==> src/rtl/mem_port_arbiter.sv <==
// ---------------------------------------------------------------------------
// mem_port_arbiter : two-master round-robin arbiter/sequencer for one
// fixed-latency memory port. Optional grant lock: define MEM_ARB_LOCK_EN.
// Rev 1.0
// ---------------------------------------------------------------------------
`default_nettype none

module mem_port_arbiter #(
  parameter int AW  = 8,
  parameter int DW  = 8,
  parameter int LAT = 1
) (
  input  logic          clk,
  input  logic          rst,
  input  logic          r0_req,
  input  logic          r0_we,
  input  logic [AW-1:0] r0_addr,
  input  logic [DW-1:0] r0_wdata,
  output logic          r0_gnt,
  output logic          r0_rvalid,
  output logic [DW-1:0] r0_rdata,
  input  logic          r1_req,
  input  logic          r1_we,
  input  logic [AW-1:0] r1_addr,
  input  logic [DW-1:0] r1_wdata,
  output logic          r1_gnt,
  output logic          r1_rvalid,
  output logic [DW-1:0] r1_rdata,
`ifdef MEM_ARB_LOCK_EN
  input  logic          r0_lock,
  input  logic          r1_lock,
`endif
  output logic          mem_en,
  output logic          mem_we,
  output logic [AW-1:0] mem_addr,
  output logic [DW-1:0] mem_wdata,
  input  logic [DW-1:0] mem_rdata,
  output logic          busy
);

  typedef enum logic [1:0] {
    S_IDLE  = 2'd0,
    S_ISSUE = 2'd1,
    S_WAIT  = 2'd2
  } state_t;

  localparam logic [2:0] c_LAT = 3'(LAT);

  state_t          r_state;
  logic            r_ptr;
  logic [2:0]      r_cnt;
  logic            r_id;
  logic            r_mem_en;
  logic            r_mem_we;
  logic [AW-1:0]   r_mem_addr;
  logic [DW-1:0]   r_mem_wdata;
  logic            r_rvalid0;
  logic            r_rvalid1;
  logic [DW-1:0]   r_rdata0;
  logic [DW-1:0]   r_rdata1;

  logic            w_idle;
  logic            w_mask0;
  logic            w_mask1;
  logic            w_q0;
  logic            w_q1;
  logic            w_win;
  logic            w_gnt_any;
  logic            w_lock_sel;
  logic            w_sel_we;
  logic [AW-1:0]   w_sel_addr;
  logic [DW-1:0]   w_sel_wdata;

`ifdef MEM_ARB_LOCK_EN
  logic            r_lock_act;
  logic            r_lock_id;
  logic            w_hold_req;

  // The other master is only masked while the lock holder is still asking.
  assign w_hold_req = r_lock_id ? r1_req : r0_req;
  assign w_mask0    = r_lock_act &&  r_lock_id && r1_req;
  assign w_mask1    = r_lock_act && !r_lock_id && r0_req;
  assign w_lock_sel = w_win ? r1_lock : r0_lock;
`else
  assign w_mask0    = 1'b0;
  assign w_mask1    = 1'b0;
  assign w_lock_sel = 1'b0;
`endif

  assign w_idle      = (r_state == S_IDLE);
  assign w_q0        = r0_req && !w_mask0;
  assign w_q1        = r1_req && !w_mask1;
  assign w_win       = (w_q0 && w_q1) ? r_ptr : w_q1;
  assign w_gnt_any   = w_idle && (w_q0 || w_q1);
  assign w_sel_we    = w_win ? r1_we    : r0_we;
  assign w_sel_addr  = w_win ? r1_addr  : r0_addr;
  assign w_sel_wdata = w_win ? r1_wdata : r0_wdata;

  assign r0_gnt    = w_gnt_any && !w_win;
  assign r1_gnt    = w_gnt_any &&  w_win;
  assign r0_rvalid = r_rvalid0;
  assign r1_rvalid = r_rvalid1;
  assign r0_rdata  = r_rdata0;
  assign r1_rdata  = r_rdata1;
  assign mem_en    = r_mem_en;
  assign mem_we    = r_mem_we;
  assign mem_addr  = r_mem_addr;
  assign mem_wdata = r_mem_wdata;
  assign busy      = !w_idle;

  always_ff @(posedge clk) begin
    if (!rst) begin
      r_state     <= S_IDLE;
      r_ptr       <= 1'b0;
      r_cnt       <= 3'd0;
      r_id        <= 1'b0;
      r_mem_en    <= 1'b0;
      r_mem_we    <= 1'b0;
      r_mem_addr  <= '0;
      r_mem_wdata <= '0;
      r_rvalid0   <= 1'b0;
      r_rvalid1   <= 1'b0;
      r_rdata0    <= '0;
      r_rdata1    <= '0;
`ifdef MEM_ARB_LOCK_EN
      r_lock_act  <= 1'b0;
      r_lock_id   <= 1'b0;
`endif
    end else begin
      // Memory strobes and read-valid pulses are single-cycle by default.
      r_rvalid0   <= 1'b0;
      r_rvalid1   <= 1'b0;
      r_mem_en    <= 1'b0;
      r_mem_we    <= 1'b0;
      r_mem_addr  <= '0;
      r_mem_wdata <= '0;
      case (r_state)
        S_IDLE: begin
          if (w_gnt_any) begin
            r_state     <= S_ISSUE;
            r_id        <= w_win;
            r_mem_en    <= 1'b1;
            r_mem_we    <= w_sel_we;
            r_mem_addr  <= w_sel_addr;
            r_mem_wdata <= w_sel_wdata;
            if (!w_lock_sel) r_ptr <= ~w_win;
          end
        end
        S_ISSUE: begin
          if (r_mem_we) begin
            r_state <= S_IDLE;
          end else begin
            r_state <= S_WAIT;
            r_cnt   <= 3'd1;
          end
        end
        S_WAIT: begin
          if (r_cnt == c_LAT) begin
            r_state <= S_IDLE;
            r_cnt   <= 3'd0;
            if (r_id) begin
              r_rdata1  <= mem_rdata;
              r_rvalid1 <= 1'b1;
            end else begin
              r_rdata0  <= mem_rdata;
              r_rvalid0 <= 1'b1;
            end
          end else begin
            r_cnt <= r_cnt + 3'd1;
          end
        end
        default: r_state <= S_IDLE;
      endcase
`ifdef MEM_ARB_LOCK_EN
      if (w_idle) begin
        if (w_gnt_any) begin
          r_lock_act <= w_lock_sel;
          if (w_lock_sel) r_lock_id <= w_win;
        end else if (r_lock_act && !w_hold_req) begin
          r_lock_act <= 1'b0;
        end
      end
`endif
    end
  end

endmodule

`default_nettype wire

==> config.mk <==
export PLATFORM = sky130hd
export DESIGN_NAME = mem_port_arbiter
export DESIGN_NICKNAME = d
export VERILOG_FILES = /design/src/rtl/mem_port_arbiter.sv
export SDC_FILE = /design/constraint.sdc
export NUM_CORES = 1
export LEC_CHECK = 0
export ABC_AREA = 1
export CORE_ASPECT_RATIO = 0.5
export CORE_MARGIN = 8
export CORE_UTILIZATION = 40
export CTS_CLUSTER_SIZE = 20
export DETAILED_ROUTE_END_ITERATION = 6
export HOLD_SLACK_MARGIN = 0.05
export PLACE_DENSITY_LB_ADDON = 0.15
export SLEW_MARGIN = 20
export SYNTH_ARGS = -nofsm -noshare
export SYNTH_HDL_FRONTEND = slang
export SYNTH_SLANG_ARGS = --single-unit
==> constraint.sdc <==
create_clock -name clk -period 1.23 [get_ports clk]
set_input_delay 0.1845 -clock clk [delete_from_list [all_inputs] [get_ports clk]]
set_output_delay 0.1845 -clock clk [all_outputs]
set_load 0.02 [all_outputs]
After elaboration in Yosys (flattened, before gate mapping)
Index checks and enable logic that the tools add are counted.
{"block": "totals", "regBits": 43, "latch_bits": 0, "mem_bits_rw": 0, "romBits": 0, "inputBits": 46, "out_inout_bits": 39, "wordCells": 52, "n_memories": 0}
{"block": "classes", "n_addsub": 1, "multipliers": 0, "div": 0, "magnitude_cmp": 0, "eq_ne": 6, "n_shift": 0, "muxes": 14, "n_bitwise": 2, "n_reduce_logical": 17}
{"cell": "$mux 8", "n": 2}
{"cell": "$reduce_and 3->1", "n": 4}
{"cell": "$reduce_and 2->1", "n": 4}
{"cell": "$mux 2", "n": 3}
{"cell": "$mux 3", "n": 2}
{"cell": "$pmux 2 s3", "n": 1}
{"cell": "$pmux 3 s2", "n": 1}
{"cell": "$mux 1", "n": 5}
{"cell": "$logic_and 1x1->1", "n": 4}
{"cell": "$ne 2x2->1 const B", "n": 2}
{"cell": "$add 3x1->3 const B", "n": 1}
{"cell": "$eq 3x1->1 const B", "n": 1}
{"cell": "$eq 2x1->1 const B", "n": 1}
{"cell": "$eq 2x2->1 const B", "n": 1}
{"cell": "$logic_not 1->1", "n": 2}
{"cell": "$logic_not 2->1", "n": 1}
{"cell": "$ne 2x1->1 const B", "n": 1}
{"cell": "$not 1->1", "n": 2}
{"cell": "$reduce_bool 2->1", "n": 1}
{"cell": "$logic_or 1x1->1", "n": 1}

Longest topological paths before layout
{"block": "depth", "word_depth": 4, "mapped_depth": 7, "depth_no_buf": 6}

Worst setup path after synthesis
No wires, ideal clock.
{"block": "synth_timing", "path_kind": "reg-to-reg", "from": "register r_state[0]", "to": "register r_rdata0[0], in the netlist r0_rdata[0]", "setup_time_ns": 0.113, "arrival_time_ns": 0.984, "required_time_ns": 1.117, "path_slack_ns": 0.133, "path_stages_with_launch": 7, "n_path_buf": 0, "synth_period_minus_slack_ns": 1.097, "path_cell_list": "dfxtp_1 -> inv_1 -> nand2_1 -> nor2_1 -> nand3_1 -> nand2_1 -> nor2_1"}
{"block": "synth_via", "elab_chain_len": 2}
{"item": "start: declaration", "line": "49", "rtl": "state_t r_state;"}
{"item": "start signal: assignment", "line": "113", "rtl": "r_state <= S_IDLE;"}
{"item": "start signal: assignment", "line": "140", "rtl": "r_state <= S_ISSUE;"}
{"item": "start signal: assignment", "line": "151", "rtl": "r_state <= S_IDLE;"}
{"item": "$eq 2x2->1", "line": "137", "rtl": "case (r_state)"}
{"item": "$reduce_and 3->1 (no line)"}
{"item": "end signal: assignment", "line": "165", "rtl": "r_rdata0 <= mem_rdata;"}
{"item": "end: declaration", "line": "59", "rtl": "logic [DW-1:0] r_rdata0;"}
No other way between the ends.
A chain may end at the register's enable or synchronous reset.

Worst setup path in the final report
{"block": "layout_timing", "from": "register r_state[0]", "to": "output port r0_gnt"}
{"block": "layout_via", "elab_chain_len": 3}
{"item": "$logic_not 2->1", "line": "90", "rtl": "assign w_idle = (r_state == S_IDLE);"}
{"item": "$logic_and 1x1->1", "line": "94", "rtl": "assign w_gnt_any = w_idle && (w_q0 || w_q1);"}
{"item": "$logic_and 1x1->1", "line": "99", "rtl": "assign r0_gnt = w_gnt_any && !w_win;"}
{"item": "end: declaration", "line": "19", "rtl": "output logic r0_gnt,"}
No other way between the ends.

==> out/results.ini <==
[critical_path]
critPathLaunchType=flop
critPathCaptureType=output pin
worstPathCellList=nor2_4, inv_2, nor2_4, nand2_2, inv_2, buf_6
slowest_delay_ns=0.34
cp_num_buf_inv=3
required_ns=1.05
critical_path.slowest_cell=dfxtp_2
critPathTopFamily=flip-flops
cp_max_fo=2
critPathKind=reg2out
crit_arrival_ns=1.13

[route]
drt_iter0_drc=28
num_vias=1785
vias_per_cell=4.55
wl_um=5030
drc=0
first_pass_iters=6
drt-wirelength-per-cell_um=12.8
drtAntennaViolNets=0

[sta]
tightest_slew_ns=0.285
rsz0062_at_grt=yes
period_minus_slack_ns=1.32
fin_setup_tns_ns=-0.903
whs_ns=0.419
hold_viol=0
setup-violations-final=19
clock.fmax_mhz=758
slew_headroom=0.809
clock_skew_ns=0.00471
layout_worst_path_cycle_share=1.07
layout_setup_ws_ns=-0.0892
drv_slew=0

[placement]
placedCellCount=380
dp_hpwl_um=3600
dp_slack_ns=-0.556
port_buffers=84
gp_congestion=0.743

[grt]
grt_max_degree=20
met2_usage=0.241
grtUsageMet1=0.147
antenna_found_initial=0
grt_pass1_wl_um=7760
grt_pass1_vias=1734
grt_usage=0.139
grtUsageMet3=0.0628
grt.busiest_layer=met2
overflow=0

[clocking]
cts_sinks=43
cts.path.max_buffers=2
h-tree-depth=2
cts_made_buffers=5
clk_latency_ns=0.29
clk_pin_slew_ns=0.08
cts_tree=done
cts-root-buf=clkbuf_8

[synth]
synth_cell_types=19
ys_warn_count=0
ys_ff_latch=43
synth_ff_type=dfxtp_1
seq_area_frac_synth=0.502
synth.top_cells.by_count=nand2_1 (72), dfxtp_1 (43), nor2_1 (36)
synth_area_um2=1710
yosys.area.top_type=dfxtp_1
post_synth.cell_area_avg_um2=7.42
syn_nets=277
ys_top_cells_by_area=dfxtp_1 (50%), nand2_1 (16%), nor2_1 (7.9%), a21oi_1 (5.3%), inv_1 (4.8%)
async_flop_share=0
syn_inst=231
synth_edf_count=0
synth_top_area_frac=0.502
synth_most_common_cell=nand2_1

[power_and_ir_drop]
p_sw_frac=0.281
power_leakage_nw=1.40
switchingPower_mw=0.931
clock_power_share=0.295
seq_power_share=0.456
power_density_nw_per_um2=1120
pwr-share-comb=0.249
p_int_mw=2.38
ir_drop_v=0.000531
p_total_mw=3.31

[flow_run]
cap_violations=0

[worst_hold_path]
hp-class=in2reg

[cells_and_area]
n_antenna_cell=0
drive_gt1_frac=0.216
area_growth_pct=72.0
final_cells=392
final_nets=383
nFillCells=333

[floorplanning]
core_um2=4000
start_util=0.428
fp-row-count=16
ios=85
die-area_um2=6760
die_y_um=62.3
die_w_um=109

[status]
outcome=finished, violations left
violations=setup timing

==> final timing paths <==
| check | from | end | slack (ns) | depth (start not counted) |
|---|---|---|---|---|
| max | r_state[0]$_SDFFE_PN0P_ | r0_gnt | -0.09 | 6 |
| min | r0_req | r_id$_SDFFE_PN0P_ | 0.42 | 4 |
| max reg2reg | r_state[0]$_SDFFE_PN0P_ | r0_rdata[1]$_SDFFE_PN0P_ | -0.06 | 9 |
| min reg2reg | r0_rdata[6]$_SDFFE_PN0P_ | r0_rdata[6]$_SDFFE_PN0P_ | 0.47 | 2 |
==> cells by family (layout without fill, tap and decap cells) <==
group | Yosys count | after routing | share of synthesized area
compound gates | 22 | 22 | 0.0708
buf+inv | 30 | 137 | 0.0788
simple gates | 136 | 136 | 0.348
flops | 43 | 43 | 0.502
==> final cells by class <==
type / instances / area, µm² / share of cell area
clock buffer: 8 / 100 / 0.0340
inverter: 24 / 95.1 / 0.0323
multi-input combinational: 158 / 816 / 0.277
sequential: 43 / 865 / 0.293
tap: 54 / 67.6 / 0.0229
timing repair buffer: 105 / 1000 / 0.341
==> what timing repair did <==
action                                  CTS  global route
setup buffers                             1             3
cloned                                    0             1
hold endpoints to repair                  0             0
resized for setup                        63            31
endpoints found under the setup margin   39            20
hold buffers                              0             0
pin swaps                                 1            18
==> power by group through the flow <==
| stage | sequential, mW | clock [mW] | combinational (mW) |
|---|---|---|---|
| after floorplan | 1.61 | 0 | 0.289 |
| after global placement | 1.53 | 0 | 0.764 |
| after detailed placement | 1.53 | 0 | 0.773 |
| after CTS | 1.50 | 0.997 | 0.762 |
| after global routing | 1.52 | 1.06 | 0.896 |
| final | 1.51 | 0.976 | 0.826 |
==> placed cells by master, fill, tap and decap left out <==
master            n
a21oi_1          18
a21oi_2           3
buf_12            1
buf_4            14
buf_6             8
clkbuf_1          1
clkbuf_16         1
clkbuf_8          7
clkdlybuf4s50_1  44
dfxtp_1          40
dfxtp_2           3
dlygate4sd2_1    37
inv_1            17
inv_2             6
inv_6             1
nand2_1          65
nand2_2           8
nand2_4           2
nand3_1           6
nand3_2           8
nand3_4           2
nand3b_1          1
nor2_1           33
nor2_2            2
nor2_4            7
nor3_1            2
o21ai_0           1
==> worst min-delay path, delay by kind of cell <==
family,cells,cell delay (ns)
and+or+nand+nor,1,0.07
AOI/OAI and AO/OA,2,0.17
buffers and inverters,1,0.24
==> metal layers <==
| metal | vias to the layer above | part of all wire | routed length, µm |
|---|---|---|---|
| li1 | 923 | - | - |
| met1 | 795 | 0.39 | 1970 |
| met2 | 60 | 0.51 | 2550 |
| met3 | 7 | 0.089 | 449 |
| met4 | 0 | 0.013 | 66 |
| met5 | - | 0 | 0 |
==> state kept, by name, indices dropped and copies added (netlist names) <==
signal and flops:
r1_rdata 8, r1_rvalid 1, mem_we 1, r0_rdata 8, mem_en 1, r_id 1
mem_wdata 8, r0_rvalid 1, mem_addr 8, r_ptr 1, r_state 2, r_cnt 3
==> through the flow <==
stage	area, µm²	utilization
finish	2950	0.736
global route	2950	0.736
CTS	2800	0.700
detailed placement	2720	0.679
global placement	2720	0.679
floorplan	1710	-
Note: power is estimated with default switching activity, not from simulation.
